### src/rtl/mag_to_twos_serial_pkg.sv
// Shared types and helpers for the serial sign-magnitude to two's-complement converter.
// Saturation on overflow is enabled by defining MAG_TO_TWOS_SAT_EN.
package mag_to_twos_serial_pkg;

    typedef enum logic [1:0] {
        StIdle,
        StShift,
        StDone
    } state_e;

    localparam int unsigned DEFAULT_WIDTH = 8;

    // Signed limit of a width, returned as a raw bit pattern (valid for width <= 32).
    function automatic logic [31:0] signed_limit(input int unsigned width, input logic neg);
        logic [31:0] half;
        half = 32'd1 << (width - 1);
        return neg ? half : half - 32'd1;
    endfunction

endpackage

### src/rtl/mag_to_twos_serial_if.sv
// Handshake bus for mag_to_twos_serial: magnitude/sign in, two's-complement word out.
interface mag_to_twos_serial_if
    import mag_to_twos_serial_pkg::*;
#(
    parameter int unsigned WIDTH = DEFAULT_WIDTH
);
    logic             in_valid;
    logic             in_ready;
    logic [WIDTH-1:0] mag;
    logic             sign;
    logic             out_valid;
    logic             out_ready;
    logic [WIDTH-1:0] value;
    logic             overflow;

    modport master (
        output in_valid, mag, sign, out_ready,
        input  in_ready, out_valid, value, overflow
    );

    modport slave (
        input  in_valid, mag, sign, out_ready,
        output in_ready, out_valid, value, overflow
    );
endinterface

### src/rtl/twos_serial_cell.sv
// One bit of serial two's-complement negation: copy bits up to and including the first 1,
// invert the rest when negating. The seen_one state is held by the caller.
module twos_serial_cell (
    input  logic i_b,
    input  logic i_sign,
    input  logic i_seen_one,
    output logic o_out,
    output logic o_seen_one
);
    assign o_out      = i_b ^ (i_sign & i_seen_one);
    assign o_seen_one = i_seen_one | i_b;
endmodule

### src/rtl/mag_to_twos_serial.sv
// Bit-serial sign-magnitude to two's-complement converter, LSB first, WIDTH cycles per word.
// Define MAG_TO_TWOS_SAT_EN to saturate the result on overflow instead of wrapping.
module mag_to_twos_serial
    import mag_to_twos_serial_pkg::*;
#(
    parameter int unsigned WIDTH = DEFAULT_WIDTH
) (
    input logic                 clk,
    input logic                 rst,
    mag_to_twos_serial_if.slave bus
);
    localparam int unsigned CNT_W = $clog2(WIDTH);

    state_e           r_state, w_state_next;
    logic [WIDTH-1:0] r_shift, w_shift_next;
    logic [WIDTH-1:0] r_value, w_value_next;
    logic [CNT_W-1:0] r_cnt, w_cnt_next;
    logic             r_sign, w_sign_next;
    logic             r_seen_one, w_seen_one_next;
    logic             r_overflow, w_overflow_next;
    logic             w_bit;
    logic             w_cell_seen;
    logic             w_last;
    logic             w_mag_ovf;
`ifdef MAG_TO_TWOS_SAT_EN
    logic [WIDTH-1:0] w_sat;
    assign w_sat = WIDTH'(signed_limit(WIDTH, r_sign));
`endif

    twos_serial_cell u_cell (
        .i_b        (r_shift[0]),
        .i_sign     (r_sign),
        .i_seen_one (r_seen_one),
        .o_out      (w_bit),
        .o_seen_one (w_cell_seen)
    );

    assign w_last = (r_cnt == CNT_W'(WIDTH - 1));

    // Negative side reaches one further: -2^(WIDTH-1) is representable.
    assign w_mag_ovf = bus.sign ? (bus.mag[WIDTH-1] & (|bus.mag[WIDTH-2:0]))
                                : bus.mag[WIDTH-1];

    always_comb begin
        w_state_next    = r_state;
        w_shift_next    = r_shift;
        w_value_next    = r_value;
        w_cnt_next      = r_cnt;
        w_sign_next     = r_sign;
        w_seen_one_next = r_seen_one;
        w_overflow_next = r_overflow;
        unique case (r_state)
            StIdle: begin
                if (bus.in_valid) begin
                    w_shift_next    = bus.mag;
                    w_sign_next     = bus.sign;
                    w_seen_one_next = 1'b0;
                    w_cnt_next      = '0;
                    w_overflow_next = w_mag_ovf;
                    w_state_next    = StShift;
                end
            end
            StShift: begin
                w_shift_next    = r_shift >> 1;
                w_value_next    = {w_bit, r_value[WIDTH-1:1]};
                w_seen_one_next = w_cell_seen;
                w_cnt_next      = r_cnt + CNT_W'(1);
                if (w_last) begin
                    w_cnt_next   = '0;
                    w_state_next = StDone;
`ifdef MAG_TO_TWOS_SAT_EN
                    if (r_overflow) begin
                        w_value_next = w_sat;
                    end
`endif
                end
            end
            StDone: begin
                if (bus.out_ready) begin
                    w_state_next = StIdle;
                end
            end
            default: w_state_next = StIdle;
        endcase
    end

    always_ff @(posedge clk or posedge rst) begin
        if (rst) begin
            r_state    <= StIdle;
            r_shift    <= '0;
            r_value    <= '0;
            r_cnt      <= '0;
            r_sign     <= 1'b0;
            r_seen_one <= 1'b0;
            r_overflow <= 1'b0;
        end else begin
            r_state    <= w_state_next;
            r_shift    <= w_shift_next;
            r_value    <= w_value_next;
            r_cnt      <= w_cnt_next;
            r_sign     <= w_sign_next;
            r_seen_one <= w_seen_one_next;
            r_overflow <= w_overflow_next;
        end
    end

    assign bus.in_ready  = (r_state == StIdle);
    assign bus.out_valid = (r_state == StDone);
    assign bus.value     = r_value;
    assign bus.overflow  = r_overflow;
endmodule

### src/flat_wrapper.sv
// flat-port wrapper written by rule: the top's interface ports become plain ports
module mag_to_twos_serial_flat import mag_to_twos_serial_pkg::*;
#(
    parameter int unsigned WIDTH = DEFAULT_WIDTH
)
  (clk, rst, bus_in_valid, bus_mag, bus_sign, bus_out_ready, bus_in_ready, bus_out_valid, bus_value, bus_overflow);
  mag_to_twos_serial_if #(.WIDTH(WIDTH)) bus_i ();
  input logic clk;
  input logic rst;
  input wire logic [$bits(bus_i.in_valid)-1:0] bus_in_valid;
  input wire logic [$bits(bus_i.mag)-1:0] bus_mag;
  input wire logic [$bits(bus_i.sign)-1:0] bus_sign;
  input wire logic [$bits(bus_i.out_ready)-1:0] bus_out_ready;
  output wire logic [$bits(bus_i.in_ready)-1:0] bus_in_ready;
  output wire logic [$bits(bus_i.out_valid)-1:0] bus_out_valid;
  output wire logic [$bits(bus_i.value)-1:0] bus_value;
  output wire logic [$bits(bus_i.overflow)-1:0] bus_overflow;
  assign bus_i.in_valid = bus_in_valid;
  assign bus_i.mag = bus_mag;
  assign bus_i.sign = bus_sign;
  assign bus_i.out_ready = bus_out_ready;
  assign bus_in_ready = bus_i.in_ready;
  assign bus_out_valid = bus_i.out_valid;
  assign bus_value = bus_i.value;
  assign bus_overflow = bus_i.overflow;
  mag_to_twos_serial #(.WIDTH(WIDTH)) u_core (.clk(clk), .rst(rst), .bus(bus_i));
endmodule
### config.mk
export PLATFORM = sky130hd
export DESIGN_NAME = mag_to_twos_serial_flat
export DESIGN_NICKNAME = d
export VERILOG_FILES = /design/src/rtl/mag_to_twos_serial_pkg.sv /design/src/rtl/mag_to_twos_serial_if.sv /design/src/rtl/twos_serial_cell.sv /design/src/rtl/mag_to_twos_serial.sv /design/src/flat_wrapper.sv
export SDC_FILE = /design/constraint.sdc
export NUM_CORES = 1
export LEC_CHECK = 0
export BUFFER_PORTS_ARGS = -buffer_cell sky130_fd_sc_hd__buf_2
export CELL_PAD_IN_SITES_DETAIL_PLACEMENT = 0
export CELL_PAD_IN_SITES_GLOBAL_PLACEMENT = 1
export CORE_ASPECT_RATIO = 1.25
export CORE_MARGIN = 1
export CORE_UTILIZATION = 42
export DETAILED_ROUTE_END_ITERATION = 6
export HOLD_SLACK_MARGIN = 0.1
export PLACE_DENSITY = 0.84
export SYNTH_ARGS = -nofsm -noshare
export SYNTH_HDL_FRONTEND = slang
export SYNTH_SLANG_ARGS = --single-unit
### constraint.sdc
create_clock -name clk -period 4.3 [get_ports clk]
set_clock_uncertainty 0.15 [all_clocks]
set_input_delay 0.215 -clock clk [delete_from_list [all_inputs] [get_ports clk]]
set_output_delay 0.215 -clock clk [all_outputs]
set_load 0.005 [all_outputs]
==> metrics.cfg <==
[timing]
slew-limit-headroom_pct = 22.9
hold_viol_final = 0
min_period_ps = 1890
period_share_pct = 44.0
fmax_mhz = 528
finalMaxSlewViolations = 0
fin_setup_tns_ps = 0
rsz0062_at_grt = false
finalSetupViolCount = 0
worstMarginPinSlew_ps = 1150

[synth]
yosysSeqAreaShare_pct = 57.1
avgSynthCellArea_sq_um = 9.64
ys.warnings.count = 0
synthCells = 109
synthesis.nets = 124
netlist_area_sq_um = 1050
synth.distinct_cells = 24
ys_ff_latch = 24

[setup_path]
rr_endpoint = u_core.r_seen_one
cp_cell_sequence = nor2b_1 -> a21oi_1 -> nor2_1
slowest_delay_ps = 930
path_max_fanout = 18
crit_type = reg2reg
reg2reg_depth = 3
worstSetupEndpointType = flop
crit_family = simple AND/OR/NAND/NOR gates
critPathSlowestCell = nor2b_1
cp.arrival_ps = 2000
crit_buf_inv = 0
rrSetupSlack_ps = 2410
worst_setup_path_start_kind = flop
required_ps = 4400
crit-reg2reg-launch = u_core.r_state[0]

[hold_path]
hp-class = in2reg
hold_end = u_core.r_sign
whs_path_depth = 4
hp-start = bus_in_valid

[cells_and_area]
antenna_cells = 0
final_nets = 157
stdcell_area_sq_um = 1300
register_area_sq_um = 601
multiInputGateArea_sq_um = 408
n_fill_cell = 225
layout-drive-gt1-share_pct = 21.4
syn_to_final_growth_pct = 23.9

[detailed_routing]
drc = 0
drt-initial-drc-count = 15
drt.antenna.violating_nets = 0
wirelength_microns = 2170
highest_layer = met4
route.detailed.wl_per_inst_microns = 12.7
drt_pre_antenna_iters = 4
met2_length_microns = 1060
viasPerCell = 4.98
wl_met1_microns = 1000
route.met3.wl_microns = 59
vias = 851

[global_routing]
overflow = 0
grt_max_degree = 25
grt_pass1_wl_microns = 3550
grt_pass1_vias = 818
grt_use_total_pct = 19.1
antenna_found_initial = 0

[clocking]
cts.clk_slew.worst_paths_ps = 120
tritoncts = yes
cts_max_path_buffers = 2
cts-htree-levels = 1
cts_buffers = 3
cts.sinks = 24
insertion_delay_ps = 310
clockRootBuffer = clkbuf_4

[placement]
dpl.hpwl_microns = 1390
port_buffers = 23
finalWeightedCongestion = 0.719
placed_cell_area_sq_um = 1170

[power_and_ir_drop]
vdd_drop_max_mv = 0.443
pwr_density_cell_nw_per_um2 = 660
internal_power_w = 0.000521
power_frac_seq_pct = 47.2
p_comb_share_pct = 41.7
clockPowerShare_pct = 11.2
p_sw_w = 0.000338
power_switching_share_pct = 39.4
p_leak_nw = 0.660

[die]
core_area_sq_um = 2280
start_util_pct = 46.1
ios = 24
rows = 19
design.die.area_sq_um = 2710
die_w_microns = 46.7
die_h_microns = 57.9

[status]
status = complete, no violations

[flow_run]
drv_cap = 0

[power by group through the flow]
stage / sequential [W] / clock [W] / combinational [W]
3_5_place_dp: 0.000411 / 0 / 0.000357
6_report: 0.000405 / 0.0000959 / 0.000358
4_1_cts: 0.000407 / 0.0000993 / 0.000365
3_3_place_gp: 0.000404 / 0 / 0.000344
5_1_grt: 0.000421 / 0.000108 / 0.000419
2_1_floorplan: 0.000399 / 0 / 0.000270
[cells by family (layout without fill, tap and decap cells)]
family | after synthesis | after routing | synth area share (%)
simple gates | 61 | 61 | 26.2
flops | 24 | 24 | 57.1
buf+inv | 8 | 39 | 4.05
compound gates | 13 | 13 | 9.40
fa+ha+maj | 2 | 2 | 2.38
xor+xnor | 1 | 1 | 0.833
[layout make-up]
type,count,share of cell area (%)
inverters,2,0.576
repair buffers,34,17.3
flip-flops and latches,24,46.1
clock buffers,3,1.73
multi-input cells,77,31.3
well taps,31,2.98
[repair_timing]
| action | in CTS | in global routing |
|---|---|---|
| endpoints found under the hold margin | 35 | 0 |
| resized for setup | 0 | 0 |
| hold buffers | 11 | 0 |
| buffers inserted | 0 | 0 |
[state kept, by name, indices dropped and copies added (netlist names)]
signal / count
u_core.r_state: 2
u_core.r_shift: 8
u_core.r_sign: 1
u_core.bus.value: 8
u_core.r_cnt: 3
u_core.bus.overflow: 1
u_core.r_seen_one: 1
[cells in the final DEF (no fill, tap or decap), types with 2 or more instances in the layout]
master         synthesis  final
nand2_1               33     33
dfrtp_1               24     24
dlygate4sd3_1          0     11
buf_2                  4     23
clkbuf_4               0      3
nor2_1                10     10
o21ai_0                3      3
ha_1                   2      2
inv_1                  2      2
nor3_1                 7      7
o22ai_1                4      4
nand3_1                4      4
o22ai_2                3      3
[worst reg2reg max path, cell delays in order (launching register included)]
cell and delay, ps:
dfrtp_1 450, nor2b_1 930, a21oi_1 170, nor2_1 140
[through the flow]
stage	setup WS, ps	hold WS, ps	power [W]	std cells	util [%]
4_1_cts	2350	202	0.000871	171	57.1
2_1_floorplan	2850	79.6	0.000669	109	-
5_1_grt	2230	219	0.000948	171	57.1
6_report	2410	215	0.000859	171	57.1
3_3_place_gp	2470	280	0.000749	157	51.3
3_5_place_dp	2400	276	0.000769	157	51.3
[per-layer routing]
layer	vias to the layer above	GRT usage (%)
met1	396	22.0
met3	5	2.80
met4	0	9.80
li1	426	-
met5	-	0
met2	24	32.9
[synth_stat cells]
library cell	n	area share, %
nand3_1	4	1.9
nor2_1	10	3.6
xor2_1	1	0.83
nor4_1	1	0.60
clkbuf_1	1	0.36
nor3_1	7	3.3
nor3b_2	1	1.2
o22ai_2	3	3.6
a21oi_1	1	0.48
o21ai_0	3	1.4
or2b_1	1	0.71
a22o_1	1	0.83
o31ai_1	1	0.71
and4b_1	1	0.95
and2b_1	1	0.71
buf_6	1	1.1
buf_2	4	1.9
or3b_1	1	0.83
dfrtp_1	24	57
nand2_1	33	12
o22ai_1	4	2.4
nor2b_1	1	0.60
inv_1	2	0.71
ha_1	2	2.4
[how the worst max path moves through the flow]
stage	startpoint	endpoint	slack, ps	depth (start not counted)
floorplan	u_core.r_state[0]	u_core.r_shift[0]	2850	5
global placement	u_core.r_state[0]	u_core.r_seen_one	2470	3
detailed placement	u_core.r_state[0]	u_core.r_seen_one	2400	3
CTS	u_core.r_state[0]	u_core.r_seen_one	2350	3
global route	u_core.r_state[0]	u_core.r_seen_one	2230	3
finish	u_core.r_state[0]	u_core.r_seen_one	2410	3
Note: power is estimated with default switching activity, not from simulation.
